**src/rtl/result_streamer_pkg.sv**
```systemverilog
// rtl/result_streamer_pkg.sv - shared state encoding and constants for result_streamer
package result_streamer_pkg;

    localparam logic [3:0] ST_IDLE   = 4'd0;
    localparam logic [3:0] ST_FETCH  = 4'd1;
    localparam logic [3:0] ST_LOAD   = 4'd2;
    localparam logic [3:0] ST_ARM    = 4'd3;
    localparam logic [3:0] ST_WAIT   = 4'd4;
    localparam logic [3:0] ST_CSUM   = 4'd5;
    localparam logic [3:0] ST_ARM_C  = 4'd6;
    localparam logic [3:0] ST_WAIT_C = 4'd7;
    localparam logic [3:0] ST_FINISH = 4'd8;

    typedef enum logic [3:0] {
        S_IDLE   = ST_IDLE,
        S_FETCH  = ST_FETCH,
        S_LOAD   = ST_LOAD,
        S_ARM    = ST_ARM,
        S_WAIT   = ST_WAIT,
        S_CSUM   = ST_CSUM,
        S_ARM_C  = ST_ARM_C,
        S_WAIT_C = ST_WAIT_C,
        S_FINISH = ST_FINISH
    } state_t;

    localparam logic [7:0] CSUM_INIT = 8'h00;

endpackage

```
**src/rtl/result_streamer_tx_gate.sv**
```systemverilog
// rtl/result_streamer_tx_gate.sv - qualifies a pending byte against host_rts/tx_active and issues tx_dv
//
// Ports:
//   state     in   current streamer state (arm states are ARM and ARM_C)
//   host_rts  in   host ready-to-receive
//   tx_active in   uart_tx busy
//   fire      out  one-cycle tx_dv; the streamer leaves the arm state on the same edge,
//                  so the pulse cannot repeat for the same byte
module result_streamer_tx_gate
    import result_streamer_pkg::*;
(
    input  state_t state,
    input  logic   host_rts,
    input  logic   tx_active,
    output logic   fire
);

    logic armed;

    always_comb begin
        armed = (state == S_ARM) || (state == S_ARM_C);
        // rts is only consulted before a byte is launched; dropping it afterwards
        // leaves the in-flight byte alone.
        fire  = armed && host_rts && !tx_active;
    end

endmodule

```
**src/rtl/result_streamer.sv**
```systemverilog
// rtl/result_streamer.sv - streams filtered pixels from output memory to uart_tx with XOR checksum
//
// Ports:
//   clk, rst     clock; asynchronous active-low reset
//   start, len   begin a run of len pixels (len clamped to memory depth), ignored while busy
//   host_rts     host flow control, checked before each byte
//   mem_addr     output memory read address; mem_data returns one cycle later
//   tx_byte      byte to uart_tx, stable from tx_dv until tx_done
//   tx_dv        one-cycle launch strobe to uart_tx
//   tx_active    uart_tx busy; tx_done one-cycle completion pulse
//   busy, done   run in progress; one-cycle end-of-run pulse
//   sent_count   pixels completed in the current/last run (checksum byte excluded)
module result_streamer
    import result_streamer_pkg::*;
#(
    parameter int ADDR_BITS     = 9,
    parameter int DATA_BITS     = 8,
    parameter int LEN_BITS      = 16,
    parameter int SEND_CHECKSUM = 1
) (
    input  logic                 clk,
    input  logic                 rst,
    input  logic                 start,
    input  logic [LEN_BITS-1:0]  len,
    input  logic                 host_rts,
    output logic [ADDR_BITS-1:0] mem_addr,
    input  logic [DATA_BITS-1:0] mem_data,
    output logic [DATA_BITS-1:0] tx_byte,
    output logic                 tx_dv,
    input  logic                 tx_active,
    input  logic                 tx_done,
    output logic                 busy,
    output logic                 done,
    output logic [LEN_BITS-1:0]  sent_count
);

    localparam int MAX_LEN = 2 ** ADDR_BITS;

    state_t                state;
    state_t                state_nxt;
    logic [LEN_BITS-1:0]   len_q;
    logic [LEN_BITS-1:0]   len_clamp;
    logic [LEN_BITS-1:0]   sent_next;
    logic [DATA_BITS-1:0]  checksum;
    logic                  last_px;
    logic                  fire;

    // Clamping to the memory depth means mem_addr never has to wrap.
    always_comb begin
        len_clamp = len;
        if (int'(len) > MAX_LEN) begin
            len_clamp = LEN_BITS'(MAX_LEN);
        end
    end

    assign sent_next = sent_count + LEN_BITS'(1);
    assign last_px   = (sent_next == len_q);

    result_streamer_tx_gate u_tx_gate (
        .state     (state),
        .host_rts  (host_rts),
        .tx_active (tx_active),
        .fire      (fire)
    );

    assign tx_dv = fire;

    always_ff @(posedge clk or negedge rst) begin
        if (!rst) begin
            state <= S_IDLE;
        end else begin
            state <= state_nxt;
        end
    end

    always_comb begin
        state_nxt = state;
        case (state)
            S_IDLE: begin
                // A tx_done arriving here belongs to an aborted byte and is ignored.
                if (start) begin
                    if (len_clamp == '0) begin
                        state_nxt = (SEND_CHECKSUM != 0) ? S_CSUM : S_FINISH;
                    end else begin
                        state_nxt = S_FETCH;
                    end
                end
            end
            S_FETCH: state_nxt = S_LOAD;
            S_LOAD:  state_nxt = S_ARM;
            S_ARM: begin
                if (fire) begin
                    state_nxt = S_WAIT;
                end
            end
            S_WAIT: begin
                if (tx_done) begin
                    if (last_px) begin
                        state_nxt = (SEND_CHECKSUM != 0) ? S_CSUM : S_FINISH;
                    end else begin
                        state_nxt = S_FETCH;
                    end
                end
            end
            S_CSUM: state_nxt = S_ARM_C;
            S_ARM_C: begin
                if (fire) begin
                    state_nxt = S_WAIT_C;
                end
            end
            S_WAIT_C: begin
                if (tx_done) begin
                    state_nxt = S_FINISH;
                end
            end
            S_FINISH: state_nxt = S_IDLE;
            default:  state_nxt = S_IDLE;
        endcase
    end

    always_ff @(posedge clk or negedge rst) begin
        if (!rst) begin
            len_q      <= '0;
            mem_addr   <= '0;
            tx_byte    <= '0;
            sent_count <= '0;
            checksum   <= DATA_BITS'(CSUM_INIT);
            busy       <= 1'b0;
            done       <= 1'b0;
        end else begin
            done <= 1'b0;
            case (state)
                S_IDLE: begin
                    if (start) begin
                        len_q      <= len_clamp;
                        mem_addr   <= '0;
                        sent_count <= '0;
                        checksum   <= DATA_BITS'(CSUM_INIT);
                        busy       <= 1'b1;
                    end
                end
                S_LOAD: begin
                    tx_byte  <= mem_data;
                    checksum <= checksum ^ mem_data;
                end
                S_WAIT: begin
                    if (tx_done) begin
                        sent_count <= sent_next;
                        // Holding the address on the last pixel keeps it inside the memory.
                        if (!last_px) begin
                            mem_addr <= mem_addr + ADDR_BITS'(1);
                        end
                    end
                end
                S_CSUM: begin
                    tx_byte <= checksum;
                end
                S_FINISH: begin
                    done <= 1'b1;
                    busy <= 1'b0;
                end
                default: ;
            endcase
        end
    end

endmodule
```
**config.mk**
```make
export PLATFORM = sky130hd
export DESIGN_NAME = result_streamer
export DESIGN_NICKNAME = d
export VERILOG_FILES = /design/src/rtl/result_streamer_pkg.sv /design/src/rtl/result_streamer_tx_gate.sv /design/src/rtl/result_streamer.sv
export SDC_FILE = /design/constraint.sdc
export NUM_CORES = 1
export LEC_CHECK = 0
export BUFFER_PORTS_ARGS = -buffer_cell sky130_fd_sc_hd__buf_2
export CORE_MARGIN = 2
export CORE_UTILIZATION = 50
export CTS_BUF_LIST = sky130_fd_sc_hd__clkbuf_8
export CTS_CLUSTER_SIZE = 24
export DETAILED_ROUTE_END_ITERATION = 8
export PLACE_DENSITY = 0.73
export SLEW_MARGIN = 20
export SYNTH_ARGS = -nofsm -noshare
export SYNTH_HDL_FRONTEND = slang
export SYNTH_HIERARCHICAL = 1
export SYNTH_SLANG_ARGS = --single-unit
```
**constraint.sdc**
```tcl
create_clock -name clk -period 5.3 [get_ports clk]
set_input_delay 1.06 -clock clk [delete_from_list [all_inputs] [get_ports clk]]
set_output_delay 1.06 -clock clk [all_outputs]
set_load 0.03 [all_outputs]
```
==> metrics.md <==
| Metric | Value |
|---|---|
| Largest family of logic cells by synthesized area | simple AND/OR/NAND/NOR gates |
| Mapped Area | 3490 um^2 |
| Hold Path Class | reg2reg |
| Hold Crit Depth | 1 |
| Worst Path Buf+Inv | 0 |
| Synth Area in XOR/XNOR | 5.52% |
| Top Ports | 66 |
| Synth warn | 6 |
| Run status | finished, final reports clean |
| Top FF cell, synth | dfrtp_1 |
| Initial Utilization | 51.4% |
| Hold buffers post-CTS | 0 |
| Die Footprint | 7670 um^2 |
| Site row count | 30 |
| Pwr dens | 449 nW/um^2 |
| Vias in the first global route | 2785 |
| R2R depth | 6 |
| Post-CTS setup buffers | 0 |
| Inserted Clock Buffers | 9 |
| Iter 0 DRT Violations | 191 |
| Area Overhead vs Synth | 18.5% |
| CP top delay family | simple AND/OR/NAND/NOR gates |
| Multi-input combinational cell area | 1790 um^2 |
| Clock-pin transition on the worst setup and hold timing paths | 0.07 ns |
| Largest net degree at the start of global routing | 64 |
| FF-to-FF setup slack | 2.12 ns |
| Clock Latency Late Sink | 0.34 ns |
| Sequential area share after synthesis | 45.1% |
| Fill cells | 580 |
| Worst Path Required | 5.57 ns |
| Fin crit share | 60.0% |
| CTS root buf | clkbuf_8 |
| Most frequent cells after synthesis | 63 x dfrtp_1, 52 x nand2_1, 42 x o21ai_0 |
| Number of synthesized flops with an enable pin | 0 |
| Post-synthesis mux area share | 5.27% |
| Fin. Hold Viols | 0 |
| CTS Sinks | 63 |
| Cell chain of the critical path | nor2b_1, and3_1, nor2_1, or4_1, or3_1, a21oi_1 |
| Asr flop ratio synth | 100% |
| CP max-delay cell | dfrtp_1 |
| Setup TNS | 0 ns |
| Drt drc | 0 |
| FMAX | 0.315 GHz |
| # resized after CTS | 0 |
| Leading area contributor after synthesis | dfrtp_1 |
| Fraction of layout cells with a size suffix above 1 | 22.1% |
| Adder-Cell Fraction of Synth Area | 0.716% |
| Cell variety after synth | 53 |
| Count of final setup violators | 0 |
| Chip height | 87.6 um |
| Count leader, synth | dfrtp_1 |
| Antenna violations before repair | 0 |
| Antenna-violating nets left | 0 |
| First-pass GRT wire length | 13600 um |
| FF+latch area | 1580 um^2 |
| DR WL/cell | 15.1 um |
| Placed Instances | 518 |
| Worst Max-Slew Pin Slew | 0.944 ns |
| H-tree levels | 3 |
| Critical Path Source Type | flop |
| Seq cells post-synth | 63 |
| Non-Filler Instances | 534 |
| Slew Viols, Final | 0 |
| Post-synth net total | 412 |
| P_leak | 1.89 nW |
| Slew margin rel. | 36.9% |
| R2R Path End | mem_addr[8]$_DFFE_PN0P_ |
| DRT Wirelength | 8090 um |
| Crit-path max cell delay | 0.66 ns |
| Dpl hpwl | 5520 um |
| N_diodes | 0 |
| Area contributors post-synth | dfrtp_1 45%, o21ai_0 6.0%, nand2_1 5.6%, mux2i_1 4.3%, nand3_1 3.6% |
| Syn Area/Cell | 9.19 um^2 |
| Min Tclk post-route | 3.18 ns |
| Max IR drop VDD | 0.384 mV |
| Nets | 465 |
| RR Startpoint | state[2]$_DFFE_PN0P_ |
| Via count | 3023 |
| Synth Instances | 380 |
| Arrival @ worst endpoint | 3.45 ns |
| Compound-Gate Fraction of Synth Area | 15.0% |
| GPL Wtd Cong | 0.956 |
| CP Max Fanout | 17 |
| Kind of critical path | reg2reg |
| Grt total ovfl | 0 |
| Vias per cell | 5.66 |
| Post-Synth Simple-Gate Area | 24.5% |
| RSZ-0062 raised after global routing | false |
| Worst hold path endpoint | checksum[4]$_DFFE_PN0P_ |
| Setup Skew | 0.00931 ns |
| Worst-case clock buffer depth | 2 |
| CORE AREA | 6790 um^2 |
| Die width | 87.6 um |
| Tot GR Track Use | 22.7% |
| CTS tree | built |
| Port bufs | 65 |
| Crit. End Element | flop |
| Drt first pass iters | 4 |
| Max Cap Viol | 0 |
| Worst Min Path Start | checksum[4]$_DFFE_PN0P_ |
| Top cell type's share of synthesized area | 45.1% |
## logic make-up after synthesis
family,count (synthesis)
AO/OA/AOI/OAI,85
XOR/XNOR,22
adder cells (fa/ha/maj),2
buffers and inverters,30
flip-flops,63
multiplexers,18
AND/OR/NAND/NOR,160
## metrics by stage
step / hold slack [ns] / utilization, % / cell area, um^2 / power, mW / setup slack, ns
after floorplan: 0.456 / - / 3490 / 1.10 / 2.47
after global placement: 0.471 / 56.6 / 3850 / 1.24 / 2.13
after detailed placement: 0.481 / 56.6 / 3850 / 1.26 / 2.00
after CTS: 0.491 / 60.9 / 4140 / 1.87 / 2.13
after global routing: 0.526 / 60.9 / 4140 / 1.97 / 1.90
final: 0.487 / 60.9 / 4140 / 1.86 / 2.12
## layer usage
layer / up-vias / wire length (um) / GRT usage (%)
li1: 1480 / - / -
met1: 1458 / 3660 / 31.4
met2: 65 / 3880 / 35.1
met3: 20 / 360 / 4.34
met4: 0 / 186 / 9.93
met5: - / 0 / 0
## layout make-up
class	instances	share of cell area, %
clock inverter	6	3.75
timing repair buffer	68	8.40
inverter	4	0.363
sequential	63	38.1
tap	96	2.90
multi-input combinational	287	43.2
clock buffer	10	3.33
## state kept, by name, indices dropped and copies added (netlist names)
signal / flops
len_q: 16
sent_count: 16
mem_addr: 9
checksum: 8
tx_byte: 8
state: 4
busy: 1
done: 1
## worst max path at each step
stage | start | endpoint | cells past startpoint
6_report | state[2]$_DFFE_PN0P_ | mem_addr[8]$_DFFE_PN0P_ | 6
4_1_cts | state[2]$_DFFE_PN0P_ | mem_addr[8]$_DFFE_PN0P_ | 6
3_3_place_gp | tx_done | mem_addr[8]$_DFFE_PN0P_ | 6
3_5_place_dp | tx_done | mem_addr[8]$_DFFE_PN0P_ | 6
2_1_floorplan | tx_active | tx_dv | 2
5_1_grt | state[2]$_DFFE_PN0P_ | mem_addr[8]$_DFFE_PN0P_ | 6
## worst register-to-register path: stages, from the launching register on
cell and delay (ns):
dfrtp_1 0.66, nor2b_1 0.37, and3_1 0.58, nor2_1 0.38, or4_1 0.61, or3_1 0.33
a21oi_1 0.17
## where the power goes
part,internal (mW),switching (mW),leakage [nW]
Sequential,0.581,0.118,0.835
Clock,0.420,0.195,0.146
Combinational,0.205,0.341,0.909
Total,1.21,0.654,1.89
## cell usage in the layout (no fill, tap or decap), types with 5 or more instances in the layout
cell type / instances
or3_1: 5
xor2_1: 10
a22o_1: 8
o21ai_0: 42
nand2_1: 52
buf_2: 65
clkbuf_8: 10
dfrtp_1: 63
mux2i_1: 15
nor3_1: 9
nand3_1: 25
a21oi_1: 7
xnor2_1: 12
nor2_1: 23
bufinv_16: 5
o31ai_1: 10
and2_1: 7
nand4_1: 7
Power figures use the tool's default switching activity.
